<file path="config.mk">
export PLATFORM = sky130hd
export DESIGN_NAME = arm_ctrl_fsm
export DESIGN_NICKNAME = d
export VERILOG_FILES = /design/src/rtl/arm_ctrl_pkg.sv /design/src/rtl/arm_ctrl_decode.sv /design/src/rtl/arm_ctrl_fsm.sv
export SDC_FILE = /design/constraint.sdc
export NUM_CORES = 1
export LEC_CHECK = 0
export ABC_AREA = 1
export BUFFER_PORTS_ARGS = -buffer_cell sky130_fd_sc_hd__buf_2
export CAP_MARGIN = 20
export CORE_MARGIN = 8
export CORE_UTILIZATION = 29
export CTS_BUF_LIST = sky130_fd_sc_hd__clkbuf_8
export DETAILED_ROUTE_END_ITERATION = 10
export GPL_TIMING_DRIVEN = 0
export PLACE_DENSITY = 0.82
export SYNTH_ARGS = -nofsm -noshare
export SYNTH_HDL_FRONTEND = slang
export SYNTH_SLANG_ARGS = --single-unit
</file>
<file path="constraint.sdc">
create_clock -name clk -period 1.22 [get_ports clk]
set_input_delay 0.061 -clock clk [delete_from_list [all_inputs] [get_ports clk]]
set_output_delay 0.061 -clock clk [all_outputs]
set_load 0.005 [all_outputs]
</file>
<file path="src/rtl/arm_ctrl_pkg.sv">
`default_nettype none
// +----------------------------------------------------------------------+
// | arm_ctrl_pkg                                                         |
// | Shared encodings for the ARM-subset multi-cycle control unit.        |
// | Rev 1.0                                                              |
// +----------------------------------------------------------------------+
package arm_ctrl_pkg;

  typedef enum logic [2:0] {
    FETCH  = 3'd0,
    DECODE = 3'd1,
    EXEC   = 3'd2,
    WB     = 3'd3,
    LINK   = 3'd4,
    LWB    = 3'd5,
    BEXEC  = 3'd6,
    BWB    = 3'd7
  } state_t;

  typedef enum logic [1:0] {
    CLS_UND = 2'd0,
    CLS_DP  = 2'd1,
    CLS_B   = 2'd2,
    CLS_BL  = 2'd3
  } ins_class_t;

  localparam logic [3:0] c_ALU_AND = 4'b0000;
  localparam logic [3:0] c_ALU_EOR = 4'b0001;
  localparam logic [3:0] c_ALU_SUB = 4'b0010;
  localparam logic [3:0] c_ALU_RSB = 4'b0011;
  localparam logic [3:0] c_ALU_ADD = 4'b0100;
  localparam logic [3:0] c_ALU_ADC = 4'b0101;
  localparam logic [3:0] c_ALU_SBC = 4'b0110;
  localparam logic [3:0] c_ALU_RSC = 4'b0111;
  localparam logic [3:0] c_ALU_TST = 4'b1000;
  localparam logic [3:0] c_ALU_TEQ = 4'b1001;
  localparam logic [3:0] c_ALU_CMP = 4'b1010;
  localparam logic [3:0] c_ALU_CMN = 4'b1011;
  localparam logic [3:0] c_ALU_ORR = 4'b1100;
  localparam logic [3:0] c_ALU_MOV = 4'b1101;
  localparam logic [3:0] c_ALU_BIC = 4'b1110;
  localparam logic [3:0] c_ALU_MVN = 4'b1111;

  localparam logic [2:0] c_SHIFT_LSL = 3'b000;
  localparam logic [2:0] c_SHIFT_LSR = 3'b010;
  localparam logic [2:0] c_SHIFT_ASR = 3'b100;
  localparam logic [2:0] c_SHIFT_ROR = 3'b110;

  localparam logic [1:0] c_PC_S_PC4 = 2'b00;
  localparam logic [1:0] c_PC_S_F   = 2'b10;

  localparam logic [1:0] c_RS_IMM5 = 2'b00;
  localparam logic [1:0] c_RS_REG  = 2'b01;
  localparam logic [1:0] c_RS_ROT  = 2'b10;

  localparam logic [3:0] c_LINK_REG = 4'd15;

  // TST/TEQ/CMP/CMN only produce flags and never write a destination.
  function automatic logic is_test_op(input logic [3:0] op);
    return (op[3:2] == 2'b10);
  endfunction

endpackage
`default_nettype wire

</file>
<file path="src/rtl/arm_ctrl_decode.sv">
`default_nettype none
// +----------------------------------------------------------------------+
// | arm_ctrl_decode                                                      |
// | Combinational instruction classifier, field and operand-2 decode.    |
// | Rev 1.0                                                              |
// +----------------------------------------------------------------------+
module arm_ctrl_decode
  import arm_ctrl_pkg::*;
(
  input  logic [31:0] i_instr,
  input  logic        i_force_link_rm,
  input  logic        i_zero_imm5,
  output logic [3:0]  o_rd,
  output logic [3:0]  o_rn,
  output logic [3:0]  o_rm,
  output logic [3:0]  o_rs,
  output logic [4:0]  o_imm5,
  output logic [11:0] o_imm12,
  output logic [23:0] o_imm24,
  output ins_class_t  o_class,
  output logic [3:0]  o_opcode,
  output logic        o_set_flags,
  output logic        o_rm_imm_s,
  output logic [1:0]  o_rs_imm_s,
  output logic [2:0]  o_shift_op
);

  logic w_is_dp;
  logic w_is_branch;
  logic w_unused_cond;

  // The condition field is ignored: every instruction executes.
  assign w_unused_cond = ^i_instr[31:28];

  assign o_rd    = i_instr[15:12];
  assign o_rn    = i_instr[19:16];
  assign o_rs    = i_instr[11:8];
  assign o_imm12 = i_instr[11:0];
  assign o_imm24 = i_instr[23:0];
  assign o_rm    = i_force_link_rm ? c_LINK_REG : i_instr[3:0];
  assign o_imm5  = i_zero_imm5 ? 5'd0 : i_instr[11:7];

  // Register-shift encodings with bit7 set are the multiply/extension space.
  assign w_is_dp     = (i_instr[27:26] == 2'b00) &&
                       !(!i_instr[25] && i_instr[7] && i_instr[4]);
  assign w_is_branch = (i_instr[27:25] == 3'b101);

  always_comb begin
    o_class = CLS_UND;
    if (w_is_dp) begin
      o_class = CLS_DP;
    end else if (w_is_branch) begin
      o_class = i_instr[24] ? CLS_BL : CLS_B;
    end
  end

  assign o_opcode    = i_instr[24:21];
  assign o_set_flags = i_instr[20] | is_test_op(i_instr[24:21]);

  always_comb begin
    o_rm_imm_s = 1'b0;
    o_rs_imm_s = c_RS_IMM5;
    o_shift_op = c_SHIFT_LSL;
    if (i_instr[25]) begin
      o_rm_imm_s = 1'b1;
      o_rs_imm_s = c_RS_ROT;
      o_shift_op = c_SHIFT_ROR;
    end else begin
      o_shift_op = {i_instr[6:5], i_instr[4]};
      o_rs_imm_s = i_instr[4] ? c_RS_REG : c_RS_IMM5;
    end
  end

endmodule
`default_nettype wire

</file>
<file path="src/rtl/arm_ctrl_fsm.sv">
`default_nettype none
// +----------------------------------------------------------------------+
// | arm_ctrl_fsm                                                         |
// | Multi-cycle FETCH/DECODE/EXEC/WB sequencer for the ARM-subset CPU.   |
// | Rev 1.0                                                              |
// +----------------------------------------------------------------------+
module arm_ctrl_fsm
  import arm_ctrl_pkg::*;
(
  input  logic        clk,
  input  logic        rst,
  input  logic [31:0] I,
  input  logic [31:0] IR_buf,
  input  logic        W_IR_valid,
  output logic [3:0]  rd,
  output logic [3:0]  rn,
  output logic [3:0]  rm,
  output logic [3:0]  rs,
  output logic [4:0]  imm5,
  output logic [11:0] imm12,
  output logic [23:0] imm24,
  output logic        Und_Ins,
  output logic        write_pc,
  output logic        write_ir,
  output logic        write_reg,
  output logic        LA,
  output logic        LB,
  output logic        LC,
  output logic        LF,
  output logic [1:0]  pc_s,
  output logic        ALU_A_s,
  output logic        ALU_B_s,
  output logic        rd_s,
  output logic        S_ctrl,
  output logic        rm_imm_s_ctrl,
  output logic [1:0]  rs_imm_s_ctrl,
  output logic [2:0]  Shift_OP_ctrl,
  output logic [3:0]  ALU_OP_ctrl
);

  state_t     r_state;
  state_t     w_next_state;
  ins_class_t w_class;
  logic [3:0] w_opcode;
  logic       w_set_flags;
  logic       w_rm_imm_s;
  logic [1:0] w_rs_imm_s;
  logic [2:0] w_shift_op;
  logic       w_force_link_rm;
  logic       w_zero_imm5;
  logic       w_unused_ir_buf;

  assign w_unused_ir_buf = ^IR_buf;

  // BL reads R15 into B during DECODE; LINK moves it through an LSL #0.
  assign w_force_link_rm = (r_state == DECODE) && (w_class == CLS_BL);
  assign w_zero_imm5     = (r_state == LINK);

  arm_ctrl_decode u_decode (
    .i_instr         (I),
    .i_force_link_rm (w_force_link_rm),
    .i_zero_imm5     (w_zero_imm5),
    .o_rd            (rd),
    .o_rn            (rn),
    .o_rm            (rm),
    .o_rs            (rs),
    .o_imm5          (imm5),
    .o_imm12         (imm12),
    .o_imm24         (imm24),
    .o_class         (w_class),
    .o_opcode        (w_opcode),
    .o_set_flags     (w_set_flags),
    .o_rm_imm_s      (w_rm_imm_s),
    .o_rs_imm_s      (w_rs_imm_s),
    .o_shift_op      (w_shift_op)
  );

  always_ff @(posedge clk or posedge rst) begin
    if (rst) begin
      r_state <= FETCH;
    end else begin
      r_state <= w_next_state;
    end
  end

  always_comb begin
    w_next_state  = r_state;
    Und_Ins       = 1'b0;
    write_pc      = 1'b0;
    write_ir      = 1'b0;
    write_reg     = 1'b0;
    LA            = 1'b0;
    LB            = 1'b0;
    LC            = 1'b0;
    LF            = 1'b0;
    pc_s          = c_PC_S_PC4;
    ALU_A_s       = 1'b0;
    ALU_B_s       = 1'b0;
    rd_s          = 1'b0;
    S_ctrl        = 1'b0;
    rm_imm_s_ctrl = 1'b0;
    rs_imm_s_ctrl = c_RS_IMM5;
    Shift_OP_ctrl = c_SHIFT_LSL;
    ALU_OP_ctrl   = c_ALU_AND;

    // Strobes stay quiet for as long as reset is held, even in FETCH.
    if (rst) begin
      w_next_state = FETCH;
    end else begin
      case (r_state)
        FETCH: begin
          if (W_IR_valid) begin
            write_ir     = 1'b1;
            write_pc     = 1'b1;
            pc_s         = c_PC_S_PC4;
            w_next_state = DECODE;
          end
        end

        DECODE: begin
          case (w_class)
            CLS_DP: begin
              LA           = 1'b1;
              LB           = 1'b1;
              LC           = 1'b1;
              w_next_state = EXEC;
            end
            CLS_B: begin
              w_next_state = BEXEC;
            end
            CLS_BL: begin
              LB           = 1'b1;
              w_next_state = LINK;
            end
            default: begin
              Und_Ins      = 1'b1;
              w_next_state = FETCH;
            end
          endcase
        end

        EXEC: begin
          LF            = 1'b1;
          S_ctrl        = w_set_flags;
          rm_imm_s_ctrl = w_rm_imm_s;
          rs_imm_s_ctrl = w_rs_imm_s;
          Shift_OP_ctrl = w_shift_op;
          ALU_OP_ctrl   = w_opcode;
          w_next_state  = is_test_op(w_opcode) ? FETCH : WB;
        end

        WB: begin
          write_reg    = 1'b1;
          rd_s         = 1'b0;
          w_next_state = FETCH;
        end

        LINK: begin
          ALU_OP_ctrl   = c_ALU_MOV;
          rm_imm_s_ctrl = 1'b0;
          rs_imm_s_ctrl = c_RS_IMM5;
          Shift_OP_ctrl = c_SHIFT_LSL;
          LF            = 1'b1;
          w_next_state  = LWB;
        end

        LWB: begin
          write_reg    = 1'b1;
          rd_s         = 1'b1;
          w_next_state = BEXEC;
        end

        // PC already holds fetch+4, so the target is PC+4 + (imm24<<2).
        BEXEC: begin
          ALU_A_s      = 1'b1;
          ALU_B_s      = 1'b1;
          ALU_OP_ctrl  = c_ALU_ADD;
          S_ctrl       = 1'b0;
          LF           = 1'b1;
          w_next_state = BWB;
        end

        BWB: begin
          write_pc     = 1'b1;
          pc_s         = c_PC_S_F;
          w_next_state = FETCH;
        end

        default: begin
          w_next_state = FETCH;
        end
      endcase
    end
  end

endmodule
`default_nettype wire

</file>
==> metrics, run 1 <==
status=finished with violations; failing checks=negative setup slack; Hold Crit Start=rst; WHS Endpoint=r_state[2]$_DFFE_PP0P_; 1st-iter DRT viols=11; leakage=between 1 and 1.5 nW; largest area contributor in the netlist=buf_4; crit start category=flip-flop; fraction of layout cells with a size suffix above 1=0.730; initial antenna violation count=0; Synth async-reset ratio=1.00; initial core utilization=0.304; Switching Share=0.328; RePlAce Congestion=0.812; vias in the first global route=approximately 1,400; largest net degree at the start of global routing=8; Die Height=between 70 and 80 µm; Tmin final=between 1 and 1.5 ns; first-pass GRT wire length=~5700 µm; total number of vias=1,243; post-route clock skew=0.000424 ns; clock share of power=0.310; total internal power=approximately 0.60 mW; r2r endpoint=r_state[0]$_DFFE_PP0P_; worst hold-check path type=in2reg; crit-path max cell delay=around 0.46 ns; Post-synth top flop=dfrtp_1; met3 WL=630 µm; logic gate share of total power=0.551; DR vias/cell=between 3 and 4; upper clock frequency limit=711 MHz; TritonRoute pass-1 iters=4; I/O pin cnt=148; global route overflow=0; CTS root buffer=clkbuf_8; Area Overhead vs Synth=87.5%; Levels on crit path=5; Mapped Nets=about 220; CTS clk-pin slew, worst paths=0.03 ns; reg2reg start=r_state[2]$_DFFE_PP0P_; Core Region=slightly above 0.003 mm²; Num CTS Buffers=3; H-tree levels=1; Die X=approximately 72 µm; Post-Syn Instances=154; final core utilization=0.569; WL/cell=between 10 and 15 µm; Yosys cell types=18; Post-Place Worst Slack=-0.142 ns; maxcap violations=0; Post-Layout Cell Count=approximately 310; DP HPWL=between 2000 and 3000 µm; post-synthesis register bit count=3; most used cell, CP=buf_4; Slowest-stage cell, CP=dfrtp_2; synth top area cells=buf_4, nor2_1, inv_1; WL met1=between 1000 and 1500 µm; Seq/Total Area, Yosys=0.0816; placed insts=300; Port Buf Inserts=about 100; Top reg by flops=r_state; later-pin clock latency in the skew report=roughly 0.21 ns; Final Hold Viols=0; worst r2r path cells=6; global-route usage over all layers=0.131; die area=between 0.005 and 0.006 mm²; met2 WL=around 1600 µm; Worst VDD drop=0.537 mV; Setup-failing EPs final=30; worst reg2reg setup slack=~0.07 ns; row count=20; final wirelength=roughly 3500 µm; critical path peak fanout=6; post-route setup slack=-0.186 ns; Avg Synthesized Cell Area=about 6 µm²; top sig layer=met4; RSZ-0062 raised after global routing=true; Netlist Area Pre-Place=a little over 900 µm²; Critical Path RT=1.16 ns; crit-path cells=nor3_4, nand2_4, nor2_4, buf_4, buf_4; Hold Crit Depth=2; WHS=roughly 0.079 ns; P_sw=~0.29 mW; share of the synthesized area in the top cell type=0.433; CTS max path bufs=2; # nets final=between 300 and 400; Final Cycle Share=1.15; max reg flops=3; Yosys Warn Count=0; CTS Sinks=3; number of synthesized flops with an enable pin=0; Crit path max-delay family=simple AND/OR/NAND/NOR gates; register share of total power=0.138; Worst Path Buf+Inv=2; Routed Antenna Nets=0; Ant. Diodes=0; pwr/cell area=just over 500 mW/mm²; Crit. End Element=primary output; Worst Path Arrival=about 1.3 ns; CTS tree=yes; largest registers=r_state (3); pins over their slew limit=0; Sum Neg Setup Slack=-3.50 ns; drt drc=0; Setup CP Type=reg2out
worst register-to-register path: stages (launching register included):
cell	delay (ns)
dfrtp_2	0.48
inv_2	0.12
nand2_4	0.07
nor3_4	0.21
inv_2	0.06
buf_6	0.11
nand2_2	0.05
worst max path at each step:
stage,start,end,slack (ns)
2_1_floorplan,r_state[1]$_DFFE_PP0P_,LC,0.04
3_3_place_gp,r_state[2]$_DFFE_PP0P_,rs_imm_s_ctrl[1],-0.13
3_5_place_dp,r_state[2]$_DFFE_PP0P_,rs_imm_s_ctrl[1],-0.14
4_1_cts,r_state[0]$_DFFE_PP0P_,rs_imm_s_ctrl[1],-0.16
5_1_grt,r_state[0]$_DFFE_PP0P_,rs_imm_s_ctrl[0],-0.26
6_report,r_state[0]$_DFFE_PP0P_,rs_imm_s_ctrl[0],-0.19
stage by stage:
stage	area, µm²	total power [mW]
after detailed placement	1490	0.540
after floorplan	920	0.350
after global routing	1720	0.966
final	1720	0.887
after CTS	1680	0.885
after global placement	1490	0.533
synthesized netlist by cell type, types with 2 or more instances:
master,n
buf_4,53
nor2_1,25
inv_1,24
nand2_1,24
a21oi_1,5
nand3_1,5
dfrtp_1,3
ha_1,3
nand2_2,2
o21ai_0,2
cell families (layout without fill, tap and decap cells):
family | Yosys count | count (layout) | share of synthesized area
compound gates | 8 | 8 | 0.0449
fa+ha+maj | 3 | 3 | 0.0408
buf+inv | 78 | 194 | 0.535
flops | 3 | 3 | 0.0816
other cells | 1 | 1 | 0.00408
simple gates | 61 | 61 | 0.294
cell type report:
class                   count  area, µm²
flip-flops and latches      3       78.8
clock inverters             1       3.75
plain buffers              53        402
fillers                   300       1300
multi-input cells          73        439
repair buffers            112        608
inverters                  25       96.3
well taps                  44       55.1
clock buffers               3       41.3
power groups by stage:
| stage | Sequential (mW) | Clock, mW | Combinational [mW] |
|---|---|---|---|
| global placement | 0.120 | 0 | 0.413 |
| floorplan | 0.118 | 0 | 0.232 |
| CTS | 0.121 | 0.283 | 0.481 |
| global route | 0.124 | 0.299 | 0.544 |
| finish | 0.123 | 0.275 | 0.489 |
| detailed placement | 0.120 | 0 | 0.420 |
repair_timing:
| action | CTS | global route |
|---|---|---|
| setup buffers | 10 | 0 |
| setup endpoints to repair | 30 | 32 |
| gates resized for setup | 23 | 18 |
| pin swaps | 7 | 7 |
| hold endpoints to repair | 3 | 0 |
| cloned | 0 | 0 |
| hold buffers | 1 | 0 |
per-layer routing:
metal	track usage	vias up
li1	-	635
met1	0.115	516
met2	0.227	86
met3	0.0909	6
met4	0.0499	0
met5	0	-
cells in the final DEF, fill, tap and decap left out, types with 4 or more instances in the layout:
cell	netlist	final
nand2_2	2	7
inv_1	24	21
nand3_1	5	5
nand2_4	0	4
buf_2	0	100
buf_6	0	5
nor2_1	25	20
inv_2	1	4
buf_4	53	59
nor2_4	1	4
a21oi_1	5	5
nand2_1	24	15
Note: power is estimated with default switching activity, not from simulation.
==> run 2: changes to the inputs <==
- PLACE_DENSITY: 0.82 -> not set
- PLACE_DENSITY_LB_ADDON: not set -> 0.1
==> run 2 against run 1 <==
Effect of this change: clock skew is 0.0026 ns higher; utilization rose by 0.83 points; maximum frequency is 1.5% lower; sequential share of layout area decreased by 0.14 points; via count decreased by 2.1%; register-to-register slack lost 0.02 ns; first-iteration DRC count grew to 3.2 times the previous value; the flow still finishes with violations (negative setup slack).
==> metrics, run 2 (synthesis gave the netlist of run 1 again) <==
Crit. End Element=primary output (unchanged); Ant. Diodes=0 (unchanged); Post-Layout Cell Count=319 (was 314); Die X=72.3 µm (unchanged); Final Cycle Share=1.17 (was 1.15); CTS max path bufs=2 (unchanged); I/O pin cnt=148 (unchanged); largest registers=r_state (3) (unchanged); later-pin clock latency in the skew report=0.22 ns (was 0.21 ns); # nets final=346 (was 341); drt drc=0 (unchanged); CTS root buffer=clkbuf_8 (unchanged); global route overflow=0 (unchanged); 1st-iter DRT viols=35 (was 11); Routed Antenna Nets=0 (unchanged); pins over their slew limit=0 (unchanged); Critical Path RT=1.16 ns (about the same); global-route usage over all layers=0.122 (was 0.131); Final Hold Viols=0 (unchanged); TritonRoute pass-1 iters=4 (unchanged); H-tree levels=1 (unchanged); Area Overhead vs Synth=90.2% (was 87.5%); leakage=1.14 nW (was 1.11 nW); largest net degree at the start of global routing=8 (unchanged); crit start category=flip-flop (unchanged); pwr/cell area=523 mW/mm² (was 514 mW/mm²); commonest non-fill, non-tap cells in the layout=buf_2, buf_4, inv_1 (unchanged); Worst Path Arrival=1.37 ns (was 1.34 ns); Tmin final=1.43 ns (was 1.41 ns); Top reg by flops=r_state (unchanged); total number of vias=1,217 (was 1,243); Core Region=0.00303 mm² (unchanged); fraction of layout cells with a size suffix above 1=0.727 (was 0.730); critical path peak fanout=5 (was 6); Die Height=72.3 µm (unchanged); final wirelength=3530 µm (was 3540 µm); Setup-failing EPs final=30 (unchanged); initial core utilization=0.304 (unchanged); max reg flops=3 (unchanged); maxcap violations=0 (unchanged); post-route setup slack=-0.207 ns (was -0.186 ns); first-pass GRT wire length=5260 µm (was 5690 µm); die area=0.00523 mm² (unchanged); Worst VDD drop=0.289 mV (was 0.537 mV); CTS tree=yes (unchanged); RePlAce Congestion=0.755 (was 0.812); DP HPWL=2950 µm (was 2940 µm); row count=20 (unchanged); WL/cell=11.1 µm (was 11.3 µm); upper clock frequency limit=701 MHz (was 711 MHz); Port Buf Inserts=102 (unchanged); worst hold-check path type=in2reg (unchanged); post-route clock skew=0.00300 ns (was 0.000424 ns); vias in the first global route=1,160 (was 1,355); Post-Place Worst Slack=-0.157 ns (was -0.142 ns); placed insts=300 (unchanged); leading cell type in the layout, fill and taps excluded=buf_2 (unchanged); failing checks=negative setup slack (unchanged); Fill cells=298 (was 300); RSZ-0062 raised after global routing=true (unchanged); DR vias/cell=3.82 (was 3.96); CTS Sinks=3 (unchanged); initial antenna violation count=0 (unchanged); CTS clk-pin slew, worst paths=0.03 ns (about the same); status=finished with violations (unchanged); Setup CP Type=reg2out (unchanged); Num CTS Buffers=3 (unchanged)
[run 2: changes by cell type in the layout (fill, tap and decap cells not counted), sizes merged]
| cell | before | now |
|---|---|---|
| buf | 164 | 169 |
[run 2: worst paths after layout]
check	depth (start not counted)	to	from	slack [ns]
min	2	r_state[2]$_DFFE_PP0P_	rst	0.11
min reg2reg	2	r_state[2]$_DFFE_PP0P_	r_state[2]$_DFFE_PP0P_	0.69
max reg2reg	7	r_state[0]$_DFFE_PP0P_	r_state[1]$_DFFE_PP0P_	0.05
min in group asynchronous	3	r_state[1]$_DFFE_PP0P_	rst	0.58
max in group asynchronous	3	r_state[2]$_DFFE_PP0P_	rst	0.46
max	5	Shift_OP_ctrl[1]	r_state[0]$_DFFE_PP0P_	-0.21
[run 2: stage by stage]
stage          total power, mW  TNS, ns  hold WS (ns)  instance area [µm²]  utilization
3_5_place_dp             0.541   -0.800        0.0747                 1490        0.490
3_3_place_gp             0.540   -0.794        0.0693                 1490        0.490
4_1_cts                  0.874    -3.12        0.0901                 1650        0.544
5_1_grt                  0.983    -6.17         0.117                 1750        0.578
6_report                 0.915    -3.81         0.106                 1750        0.578
2_1_floorplan            0.350        0        -0.135                  920            -
[run 2: critical path, stage by stage, from the launching register on]
cell and delay, ns:
dfrtp_2 0.45, nor3_4 0.26, nand2_4 0.11, buf_6 0.15, nor2_4 0.06, buf_2 0.11
[run 2: where the power goes]
part	switching [mW]	leakage (nW)	internal, mW
sequential	0.0126	0.0378	0.107
clock	0.0749	0.0269	0.215
combinational	0.219	1.07	0.286
total	0.306	1.14	0.609
[run 2: repair_timing]
| item | CTS | global route |
|---|---|---|
| pin swaps | 3 | 7 |
| resized for setup | 15 | 19 |
| endpoints found under the hold margin | 3 | 0 |
| endpoints found under the setup margin | 30 | 30 |
| hold buffers | 1 | 0 |
| buffers inserted | 9 | 5 |
[run 2: area by class of cell]
type / count / area [µm²] / share of cell area
timing repair buffer: 117 / 637 / 0.364
multi-input combinational: 73 / 443 / 0.253
sequential: 3 / 77.6 / 0.0443
inverter: 25 / 93.8 / 0.0536
tap: 44 / 55.1 / 0.0315
buffer: 53 / 398 / 0.227
clock buffer: 3 / 41.3 / 0.0236
clock inverter: 1 / 3.75 / 0.00215
[run 2: per-layer routing]
metal	vias to the layer above	GRT usage	wire [µm]
met5	-	0	0
met1	488	0.121	1320
met4	0	0.0340	23
li1	647	-	-
met2	79	0.200	1510
met3	3	0.0840	669
==> run 3: changes to the inputs <==
--- a/config.mk
+++ b/config.mk
@@ -14,4 +14,5 @@
 export DETAILED_ROUTE_END_ITERATION = 10
 export GPL_TIMING_DRIVEN = 0
+export HOLD_SLACK_MARGIN = 0.08
 export PLACE_DENSITY_LB_ADDON = 0.1
 export SYNTH_ARGS = -nofsm -noshare
==> constraint.sdc (replaced) <==
create_clock -name clk -period 1.22 [get_ports clk]
set_input_delay 0.122 -clock clk [delete_from_list [all_inputs] [get_ports clk]]
set_output_delay 0.122 -clock clk [all_outputs]
set_load 0.005 [all_outputs]
==> run 3 against run 2 <==
Effect of this change: the flow still finishes with violations (negative setup slack); final cell count decreased by 0.31%; largest cell class unchanged; utilization grew 0.62 points; critical path type unchanged; via count down 1.6%; setup slack got worse by 0.078 ns.
==> metrics, run 3 (synthesis gave the netlist of run 1 again) <==
status=finished with violations (unchanged); failing checks=negative setup slack (unchanged); Setup CP Type=reg2out (unchanged); Worst Path Arrival=1.38 ns (was 1.37 ns); 1st-iter DRT viols=48 (was 35); RSZ-0062 raised after global routing=true (unchanged); leading cell type in the layout, fill and taps excluded=buf_2 (unchanged); CTS clk-pin slew, worst paths=0.03 ns (about the same); Worst Path Buf+Inv=2 (unchanged); crit-path max cell delay=0.46 ns (was 0.45 ns); initial core utilization=0.304 (unchanged); Fill cells=315 (was 298); max reg flops=3 (unchanged); initial antenna violation count=0 (unchanged); Die X=72.3 µm (unchanged); vias in the first global route=1,197 (was 1,160); CTS Sinks=3 (unchanged); total power=0.888 mW (was 0.915 mW); crit start category=flip-flop (unchanged); global route overflow=0 (unchanged); Core Region=0.00303 mm² (unchanged); DP HPWL=2960 µm (was 2950 µm); Crit. End Element=primary output (unchanged); post-route setup slack=-0.285 ns (was -0.207 ns); largest net degree at the start of global routing=8 (unchanged); Num CTS Buffers=3 (unchanged); first-pass GRT wire length=5260 µm (about the same); maxcap violations=0 (unchanged); Top reg by flops=r_state (unchanged); Critical Path RT=1.10 ns (was 1.16 ns); Worst VDD drop=0.275 mV (was 0.289 mV); Post-Layout Cell Count=318 (was 319); Final Hold Viols=0 (unchanged); Final Cycle Share=1.23 (was 1.17); post-route clock skew=0.00399 ns (was 0.00300 ns); fraction of layout cells with a size suffix above 1=0.734 (was 0.727); Tmin final=1.51 ns (was 1.43 ns); Port Buf Inserts=102 (unchanged); later-pin clock latency in the skew report=0.22 ns (about the same); Area Overhead vs Synth=92.2% (was 90.2%); Die Height=72.3 µm (unchanged); largest registers=r_state (3) (unchanged); Post-Place Worst Slack=-0.193 ns (was -0.157 ns); drt drc=0 (unchanged); RePlAce Congestion=0.744 (was 0.755); placed insts=300 (unchanged); leakage=1.15 nW (was 1.14 nW); die area=0.00523 mm² (unchanged); upper clock frequency limit=664 MHz (was 701 MHz); # nets final=345 (was 346); DR vias/cell=3.76 (was 3.82); Crit path max-delay family=flip-flops (unchanged); commonest non-fill, non-tap cells in the layout=buf_2, buf_4, inv_1 (unchanged); H-tree levels=1 (unchanged); worst hold-check path type=in2reg (unchanged); total number of vias=1,197 (was 1,217); final wirelength=3490 µm (was 3530 µm); pwr/cell area=502 mW/mm² (was 523 mW/mm²); Sum Neg Setup Slack=-5.59 ns (was -3.81 ns); row count=20 (unchanged); CTS tree=yes (unchanged); critical path peak fanout=7 (was 5); CTS root buffer=clkbuf_8 (unchanged); crit-path cells=nor3_4, nand2_4, buf_6, nor2_1, buf_2 (was nor3_4, nand2_4, buf_6, nor2_4, buf_2); pins over their slew limit=0 (unchanged); Ant. Diodes=0 (unchanged); global-route usage over all layers=0.122 (about the same); I/O pin cnt=148 (unchanged); CTS max path bufs=2 (unchanged); Setup-failing EPs final=30 (unchanged); Routed Antenna Nets=0 (unchanged); WL/cell=11.0 µm (was 11.1 µm); Slowest-stage cell, CP=dfrtp_2 (unchanged); TritonRoute pass-1 iters=4 (unchanged)
-- run 3: changes by cell type in the layout (fill, tap and decap cells not counted), moves of 2 or more --
cell and delta:
buf_2 -2, buf_4 -3, buf_6 +4, nor3_2 +2
-- run 3: path summary, 6_finish.rpt --
kind | from | end | slack, ns | depth (start not counted)
worst min register to register | r_state[2]$_DFFE_PP0P_ | r_state[2]$_DFFE_PP0P_ | 0.64 | 2
min in group asynchronous | rst | r_state[1]$_DFFE_PP0P_ | 0.60 | 3
worst max register to register | r_state[2]$_DFFE_PP0P_ | r_state[2]$_DFFE_PP0P_ | 0.13 | 5
max in group asynchronous | rst | r_state[2]$_DFFE_PP0P_ | 0.45 | 3
worst max-delay path | r_state[2]$_DFFE_PP0P_ | ALU_OP_ctrl[1] | -0.29 | 5
worst min-delay path | rst | r_state[2]$_DFFE_PP0P_ | 0.15 | 2
-- run 3: area by class of cell --
cell class                      instances  area, µm²  share of cell area
Clock buffer                            3       41.3              0.0234
Buffer                                 53        402               0.227
Sequential cell                         3       77.6              0.0439
Tap cell                               44       55.1              0.0311
Multi-Input combinational cell         73        447               0.253
Timing Repair Buffer                  116        646               0.365
Inverter                               25       96.3              0.0545
Clock inverter                          1       3.75             0.00212
-- run 3: repair_timing --
item | in CTS | in global routing
endpoints found under the hold margin | 3 | 0
endpoints found under the setup margin | 31 | 33
buffers inserted | 10 | 3
gates cloned | 0 | 0
gates resized for setup | 17 | 25
hold buffers | 1 | 0
pin swaps | 3 | 5
-- run 3: per-stage QoR --
step / util / cell area [µm²] / hold slack (ns)
2_1_floorplan: - / 922 / -0.0745
3_3_place_gp: 0.491 / 1490 / 0.126
3_5_place_dp: 0.491 / 1490 / 0.133
4_1_cts: 0.552 / 1670 / 0.142
5_1_grt: 0.584 / 1770 / 0.166
6_report: 0.584 / 1770 / 0.149
-- run 3: worst reg2reg max path, stage by stage, from the launching register on --
cell	delay (ns)
dfrtp_2	0.46
buf_4	0.17
nor2_4	0.11
buf_4	0.12
nand2_1	0.04
a21oi_1	0.11
-- run 3: routing by layer --
layer | vias up | GRT usage | share of wire
met3 | 4 | 0.0771 | 0.16
met5 | - | 0 | 0
li1 | 642 | - | -
met2 | 73 | 0.202 | 0.47
met4 | 0 | 0.0408 | 0.0077
met1 | 478 | 0.123 | 0.36
-- run 3: report_power, final --
part | internal [mW] | total [mW] | switching, mW
clock network | 0.214 | 0.282 | 0.0674
logic | 0.272 | 0.486 | 0.214
registers | 0.107 | 0.120 | 0.0132
total | 0.594 | 0.888 | 0.294
